==> src/rtl/seg7_readback_pkg.sv <==
// Shared 7-segment definitions for the display readback path.
// Segment patterns are {g,f,e,d,c,b,a}, bit0 = a, active-high.
package seg7_readback_pkg;

    // Digit patterns, shared with the seg7 encoder on the sensor side.
    localparam logic [6:0] SEG_0     = 7'h3F;
    localparam logic [6:0] SEG_1     = 7'h06;
    localparam logic [6:0] SEG_2     = 7'h5B;
    localparam logic [6:0] SEG_3     = 7'h4F;
    localparam logic [6:0] SEG_4     = 7'h66;
    localparam logic [6:0] SEG_5     = 7'h6D;
    localparam logic [6:0] SEG_6     = 7'h7D;
    localparam logic [6:0] SEG_7     = 7'h07;
    localparam logic [6:0] SEG_8     = 7'h7F;
    localparam logic [6:0] SEG_9     = 7'h6F;
    localparam logic [6:0] SEG_BLANK = 7'h00;

    // One sample of the display pins: dp=1 means the ones digit is shown.
    typedef struct packed {
        logic       dp;
        logic [6:0] seg;
    } seg_word_t;

    // Encoder counterpart of the decoder; unknown digits show blank.
    function automatic logic [6:0] seg7_encode(input logic [3:0] digit);
        logic [6:0] pat;
        pat = SEG_BLANK;
        case (digit)
            4'd0:    pat = SEG_0;
            4'd1:    pat = SEG_1;
            4'd2:    pat = SEG_2;
            4'd3:    pat = SEG_3;
            4'd4:    pat = SEG_4;
            4'd5:    pat = SEG_5;
            4'd6:    pat = SEG_6;
            4'd7:    pat = SEG_7;
            4'd8:    pat = SEG_8;
            4'd9:    pat = SEG_9;
            default: pat = SEG_BLANK;
        endcase
        return pat;
    endfunction

    // tens*10+ones without a multiplier; 99 fits in 7 bits.
    function automatic logic [6:0] pair_to_bin(input logic [3:0] tens,
                                               input logic [3:0] ones);
        logic [6:0] t7;
        logic [6:0] o7;
        t7 = {3'b000, tens};
        o7 = {3'b000, ones};
        return (t7 << 3) + (t7 << 1) + o7;
    endfunction

endpackage

==> src/rtl/seg7_readback_seg7_to_bin.sv <==
// seg7_to_bin: combinational 7-segment pattern to BCD digit decoder.
// Ports: i_seg pattern, i_is_ones position flag; o_digit, o_illegal.
module seg7_to_bin
    import seg7_readback_pkg::*;
(
    input  logic [6:0] i_seg,
    input  logic       i_is_ones,
    output logic [3:0] o_digit,
    output logic       o_illegal
);

    always_comb begin
        o_digit   = 4'd0;
        o_illegal = 1'b0;
        unique case (i_seg)
            SEG_0: o_digit = 4'd0;
            SEG_1: o_digit = 4'd1;
            SEG_2: o_digit = 4'd2;
            SEG_3: o_digit = 4'd3;
            SEG_4: o_digit = 4'd4;
            SEG_5: o_digit = 4'd5;
            SEG_6: o_digit = 4'd6;
            SEG_7: o_digit = 4'd7;
            SEG_8: o_digit = 4'd8;
            SEG_9: o_digit = 4'd9;
            // Leading-zero blanking only ever applies to the tens digit.
            SEG_BLANK: o_illegal = i_is_ones;
            default:   o_illegal = 1'b1;
        endcase
    end

endmodule

==> src/rtl/seg7_readback.sv <==
// seg7_readback: decodes the multiplexed 7-segment temperature display
// back into a binary reading.
// Ports:
//   clk, reset        clock, synchronous active-high reset
//   i_segments, i_dp  raw display pins (asynchronous to clk)
//   o_value           tens*10+ones, held between strobes
//   o_tens, o_ones    last paired digits
//   o_valid           one-cycle strobe when a reading updates
//   o_error           one-cycle strobe on an accepted illegal pattern
//   o_busy            tens digit held, waiting for its ones digit
module seg7_readback
    import seg7_readback_pkg::*;
#(
    parameter int SYNC_STAGES   = 2,
    parameter int STABLE_CYCLES = 16,
    parameter int STAB_W        = $clog2(STABLE_CYCLES + 1)
) (
    input  logic       clk,
    input  logic       reset,
    input  logic [6:0] i_segments,
    input  logic       i_dp,
    output logic [6:0] o_value,
    output logic [3:0] o_tens,
    output logic [3:0] o_ones,
    output logic       o_valid,
    output logic       o_error,
    output logic       o_busy
);

    typedef enum logic {
        SEEK_TENS = 1'b0,
        HAVE_TENS = 1'b1
    } state_t;

    // Pin synchroniser, oldest stage at the top index.
    logic [SYNC_STAGES-1:0][7:0] sync_q;
    seg_word_t                   w;
    seg_word_t                   prev_w_q;

    logic [STAB_W-1:0] stab_ctr_q;
    logic [STAB_W-1:0] stab_ctr_d;
    logic              same;
    logic              accept;

    logic [3:0] dec_digit;
    logic       dec_illegal;

    state_t     state_q;
    state_t     state_d;
    logic [3:0] held_q;
    logic [3:0] held_d;
    logic [6:0] value_q;
    logic [6:0] value_d;
    logic [3:0] tens_q;
    logic [3:0] tens_d;
    logic [3:0] ones_q;
    logic [3:0] ones_d;
    logic       valid_q;
    logic       valid_d;
    logic       error_q;
    logic       error_d;

    always_ff @(posedge clk) begin
        if (reset) begin
            sync_q   <= '0;
            prev_w_q <= '0;
        end else begin
            sync_q   <= {sync_q[SYNC_STAGES-2:0], {i_dp, i_segments}};
            prev_w_q <= w;
        end
    end

    assign w = seg_word_t'(sync_q[SYNC_STAGES-1]);

    // The counter saturates, so a word held forever is accepted once;
    // any change restarts the episode.
    assign same   = (w == prev_w_q);
    assign accept = same &&
                    (stab_ctr_q == STAB_W'(STABLE_CYCLES - 1));

    always_comb begin
        stab_ctr_d = stab_ctr_q;
        if (!same) begin
            stab_ctr_d = '0;
        end else if (stab_ctr_q != STAB_W'(STABLE_CYCLES)) begin
            stab_ctr_d = stab_ctr_q + STAB_W'(1);
        end
    end

    always_ff @(posedge clk) begin
        if (reset) begin
            stab_ctr_q <= '0;
        end else begin
            stab_ctr_q <= stab_ctr_d;
        end
    end

    seg7_to_bin u_dec (
        .i_seg     (w.seg),
        .i_is_ones (w.dp),
        .o_digit   (dec_digit),
        .o_illegal (dec_illegal)
    );

    always_comb begin
        state_d = state_q;
        held_d  = held_q;
        value_d = value_q;
        tens_d  = tens_q;
        ones_d  = ones_q;
        valid_d = 1'b0;
        error_d = 1'b0;
        if (accept) begin
            unique case (state_q)
                SEEK_TENS: begin
                    // A ones word here means capture began mid-pair.
                    if (!w.dp) begin
                        if (dec_illegal) begin
                            error_d = 1'b1;
                        end else begin
                            held_d  = dec_digit;
                            state_d = HAVE_TENS;
                        end
                    end
                end
                HAVE_TENS: begin
                    if (dec_illegal) begin
                        error_d = 1'b1;
                        state_d = SEEK_TENS;
                    end else if (w.dp) begin
                        value_d = pair_to_bin(held_q, dec_digit);
                        tens_d  = held_q;
                        ones_d  = dec_digit;
                        valid_d = 1'b1;
                        state_d = SEEK_TENS;
                    end else begin
                        // A newer tens digit supersedes the held one.
                        held_d = dec_digit;
                    end
                end
                default: state_d = SEEK_TENS;
            endcase
        end
    end

    always_ff @(posedge clk) begin
        if (reset) begin
            state_q <= SEEK_TENS;
            held_q  <= '0;
            value_q <= '0;
            tens_q  <= '0;
            ones_q  <= '0;
            valid_q <= 1'b0;
            error_q <= 1'b0;
        end else begin
            state_q <= state_d;
            held_q  <= held_d;
            value_q <= value_d;
            tens_q  <= tens_d;
            ones_q  <= ones_d;
            valid_q <= valid_d;
            error_q <= error_d;
        end
    end

    assign o_value = value_q;
    assign o_tens  = tens_q;
    assign o_ones  = ones_q;
    assign o_valid = valid_q;
    assign o_error = error_q;
    assign o_busy  = (state_q == HAVE_TENS);

endmodule

==> config.mk <==
export PLATFORM = sky130hd
export DESIGN_NAME = seg7_readback
export DESIGN_NICKNAME = d
export VERILOG_FILES = /design/src/rtl/seg7_readback_pkg.sv /design/src/rtl/seg7_readback_seg7_to_bin.sv /design/src/rtl/seg7_readback.sv
export SDC_FILE = /design/constraint.sdc
export NUM_CORES = 1
export LEC_CHECK = 0
export CORE_UTILIZATION = 50
export DETAILED_ROUTE_END_ITERATION = 12
export PLACE_DENSITY = 0.73
export SLEW_MARGIN = 20
export SYNTH_ARGS = -nofsm -noshare
export SYNTH_HDL_FRONTEND = slang
export SYNTH_SLANG_ARGS = --single-unit
==> constraint.sdc <==
create_clock -name clk -period 3.7 [get_ports clk]
set_input_delay 1.11 -clock clk [delete_from_list [all_inputs] [get_ports clk]]
set_output_delay 1.11 -clock clk [all_outputs]
set_load 0.02 [all_outputs]
# After elaboration in Yosys (flattened, before gate mapping)
# Cells that the tools add are included.
# W data, S select, Z words.
# totals
ff_bits	51
mem_count	0
out_inout_bits	18
rom_bits	0
input_bits	10
latchBits	0
ramBits	0
# op_classes
n_shift	0
add_sub_neg	3
n_reduce_logical	8
n_div	0
eq_ne	17
multipliers	0
n_mux	16
magnitude_cmp	0
bitwise	4
# op_table
cell	n
$eq A7 B7 Y1 const B	7
$pmux W4 S9	1
$mux W4	4
$eq A7 B3 Y1 const B	2
$reduce_or A10 Y1	1
$eq A8 B8 Y1	1
$ne A2 B2 Y1 const B	4
$pmux W4 S2	1
$add A7 B4 Y7	1
$add A7 B5 Y7	1
$eq A7 B6 Y1 const B	1
$logic_not A7 Y1	1
$mux W1	7
$pmux W1 S2	3
$add A5 B1 Y5 const B	1
$eq A5 B4 Y1 const B	1
$ne A5 B5 Y1 const B	1
$reduce_and A5 Y1	1
$not A1 Y1	4
$reduce_and A4 Y1	1
$reduce_or A2 Y1	2
$reduce_or A4 Y1	1
$logic_and A1 B1 Y1	1

# Depth between registers and ports, before layout
# depth
ltp_word	6
depth_mapped	13

# Cells and area by module
# From an unflattened synthesis, not the netlist that was laid out.
# unflattened
cells_unflattened	235
hier_area_um2	2308.5
# by_module_without_submodules
mod	seq_area_each_um2	cells_per_inst	area_per_inst_um2	n_inst
seg7_readback	1001.0	202	2085.8	1
seg7_to_bin	0.0	33	222.7	1

# Least setup slack after synthesis
# OpenSTA, ideal clock, no wires.
# synth_path
kind	register -> register
from	register sync_q, in the netlist w[4]
to	register value_q[6] (netlist: o_value[6])
path_slack_ns	0.642
synth_period_minus_slack_ns	3.058
stages_incl_launch_ff	14
arrival_time_ns	2.935
setup_time_ns	0.123
t_required_ns	3.577
cell_sequence	dfxtp_1 -> clkbuf_1 -> nand2b_1 -> nor3b_1 -> a21oi_1 -> inv_1 -> ha_1 -> ha_1 -> fa_1 -> a21o_1 -> a21oi_1 -> xor2_1 -> nor2_1 -> mux2_1
# synth_lines
item	line_no	source
start: declaration	seg7_readback.sv:36	logic [SYNC_STAGES-1:0][7:0] sync_q;
start signal: assignment	seg7_readback.sv:68	sync_q <= {sync_q[SYNC_STAGES-2:0], {i_dp, i_segments}};
$eq A7 B7 Y1 / $eq A7 B3 Y1 (equally long branches)	seg7_readback_seg7_to_bin.sv:15	unique case (i_seg)
$pmux W4 S9 *	seg7_readback_seg7_to_bin.sv:15	
named net dec_digit[2]	seg7_readback.sv:45	logic [3:0] dec_digit;
$add A7 B4 Y7 *	seg7_readback_pkg.sv:51	return (t7 << 3) + (t7 << 1) + o7;
end signal: assignment	seg7_readback.sv:158	value_q <= value_d;
end: declaration	seg7_readback.sv:52	logic [6:0] value_q;
# Mark *: on every way through the listed nets, which the timed path passes. The rest lies on a longest branch.
# A chain may end at the register's enable or synchronous reset.

# Worst setup path after layout
# layout_path
from	register sync_q, in the netlist w[6]
to	register value_q[6] (netlist: o_value[6])
# Same word-level chain as after synthesis.

==> results.cfg <==
[yosys]
yosysUniqueCellTypes = 46
ys_ff_latch = 50
synth_nets = 246
synthTopCellsByCount = dfxtp_1 (50), nor2b_1 (27), nand2b_1 (20), mux2i_1 (14), xor2_1 (13)
syn_inst = 224
syn-mean-instance-area_sq_um = 10.2
synth-edff-count = 0
yosys.area.top_type = dfxtp_1
synthMostInstantiatedCell = dfxtp_1
synthTopCellsByArea = dfxtp_1 (44%), nor2b_1 (7.4%), mux2i_1 (6.1%), ha_1 (5.5%), nand2b_1 (5.5%)
yosys_warnings = 0
ys_seq_area_share_pct = 43.7
syn-cell-area_sq_mm = 0.00229
synthFlopType = dfxtp_1
synthArstFlopShare_pct = 0
synth_top_area_share_pct = 43.7

[sta]
tightest_slew_ps = 565
hold_violations = 0
slew_viol_final = 0
setup_viol = 0
whs_ps = 445
skew_ps = 6.08
period_needed_ps = 3320
fmax_ghz = 0.301
tns_ps = 0
fin_crit_sh_pct = 89.7
slew_headroom_pct = 62.1
rsz0062_at_grt = no

[place]
portBuffers = 27
hpwl_mm = 2.64
gp_congestion = 0.872

[cts]
path_clk_slew_ps = 90
cts_setup_buffers = 0
clkLatencyLatePin_ps = 310
clock-sinks = 50
cts-root-buf = clkbuf_8
cts_resized = 0
ctsHoldBuffers = 0
cts_max_level = 2
cts_tree = built
ctsLongestPathBuffers = 2
numCtsBuffers = 5

[layout]
drive_gt1_share_pct = 7.72
multi_input_area_sq_mm = 0.00119
antenna_cells_inserted = 0
seq_area_sq_mm = 0.00100
n_fill_cell = 380
syn2layout_area_growth_pct = 16.0
layout.nets = 267

[min_path]
hold_class = reg2reg

[detailed_routing]
drc_errors = 0
vias = 1541
drt-wirelength-per-cell_um = 12.5
dr.first_iter.drc_count = 71
drtPass1Iterations = 4
antenna_left = 0
totalWireLength_mm = 3.72
vias_per_cell = 5.17

[power_and_ir_drop]
power_density_mw_per_mm2 = 359
cellLeakagePower_nw = 1.04
ir_drop_v = 0.000233

[die]
start_util_pct = 52.3
core_area_sq_mm = 0.00438
die-area_sq_mm = 0.00486
die_h_um = 69.7
ioPinCount = 28
die_w_um = 69.7
rows = 24

[status]
status = finished clean

[worst_setup_path]
worst-path-max-fanout = 11
cp.required_ps = 3900
critical_path_class = reg2reg
r2r_setup_slack_ps = 380
worst_setup_path_start_kind = flop
endpoint_kind = flop
cp.arrival_ps = 3520

[grt]
gr-total-overflow = 0
grt_pass1_vias = 1372
antenna_found_initial = 0
grt_pass1_wl_mm = 6.35
grt_max_degree = 53
grt_use_total_pct = 16.5

[run]
maxCapViolCount = 0
[routing by layer]
metal  up-vias  share of wire, %  GRT usage (%)
li1        796                 -              -
met3         7               4.6           4.07
met1       708                48           22.2
met4         0               1.7           7.33
met2        30                45           25.2
met5         -                 0              0
[flip-flops by register name, indices dropped and copies added, names as in the netlist]
name	cells
o_busy	1
o_tens	4
stab_ctr_q	5
w	8
o_valid	1
o_error	1
sync_q	8
o_value	7
prev_w_q	8
held_q	4
o_ones	3
[worst paths after layout]
path | start | endpoint | cells after the start
max | w[6] | o_value[6] | 12
min | sync_q[5] | w[5] | 1
max reg2reg | w[6] | o_value[6] | 12
min reg2reg | sync_q[5] | w[5] | 1
[per-stage QoR]
stage	instance area (sq um)	worst slack [ps]	utilization, %	std cells	total power, mW
after floorplan	2290	642	-	224	0.616
after global placement	2560	485	58.4	290	0.632
after detailed placement	2560	442	58.4	290	0.633
after CTS	2660	372	60.6	298	0.966
after global routing	2660	134	60.6	298	0.997
final	2660	380	60.6	298	0.954
[area by class of cell]
| cell class | count | area share [%] |
|---|---|---|
| Inverter | 6 | 0.847 |
| Tap cell | 52 | 2.45 |
| Timing Repair Buffer | 29 | 10.7 |
| Clock buffer | 5 | 2.59 |
| Clock inverter | 3 | 0.989 |
| Sequential cell | 50 | 37.7 |
| Multi-Input combinational cell | 153 | 44.7 |
[logic make-up (layout without fill, tap and decap cells)]
kind of cell | count (synthesis) | after routing | synth area share [%]
and+or+nand+nor | 84 | 84 | 22.4
DFF | 50 | 50 | 43.7
AOI/OAI and AO/OA | 24 | 24 | 8.52
buffers and inverters | 21 | 43 | 4.42
muxes | 17 | 17 | 7.59
xor gates and xnor gates | 16 | 16 | 6.12
adders and majority gates | 12 | 12 | 7.21
[placed cells by master, fill, tap and decap left out, drive strengths merged, types with 3 or more instances in the layout]
master         Yosys  routed
clkdlybuf4s50      0      27
inv                6       9
mux2               3       3
nor2               8       8
a21oi              8       8
nor2b             27      27
nand2              7       7
xor2              13      13
ha                10      10
nor4               3       3
clkbuf             9       5
xnor2              3       3
nand2b            20      20
nand3              4       4
dfxtp             50      50
mux2i             14      14
nor3               5       5
[where the power goes]
group	leakage, nW	internal (mW)	total (mW)	switching (mW)
Clock	0.0495	0.141	0.335	0.195
Combinational	0.579	0.0304	0.0580	0.0276
Sequential	0.407	0.549	0.561	0.0119
[critical path, cell delays in order, from the launching register on]
cell and delay [ps]:
dfxtp_1 560, nand2b_1 160, o22ai_1 80, a21oi_1 490, inv_1 90, ha_1 310
ha_1 230, fa_1 430, a21o_1 210, a21oi_1 160, xor2_1 160, nor2_1 50
mux2_1 290
Note: power is estimated with default switching activity, not from simulation.
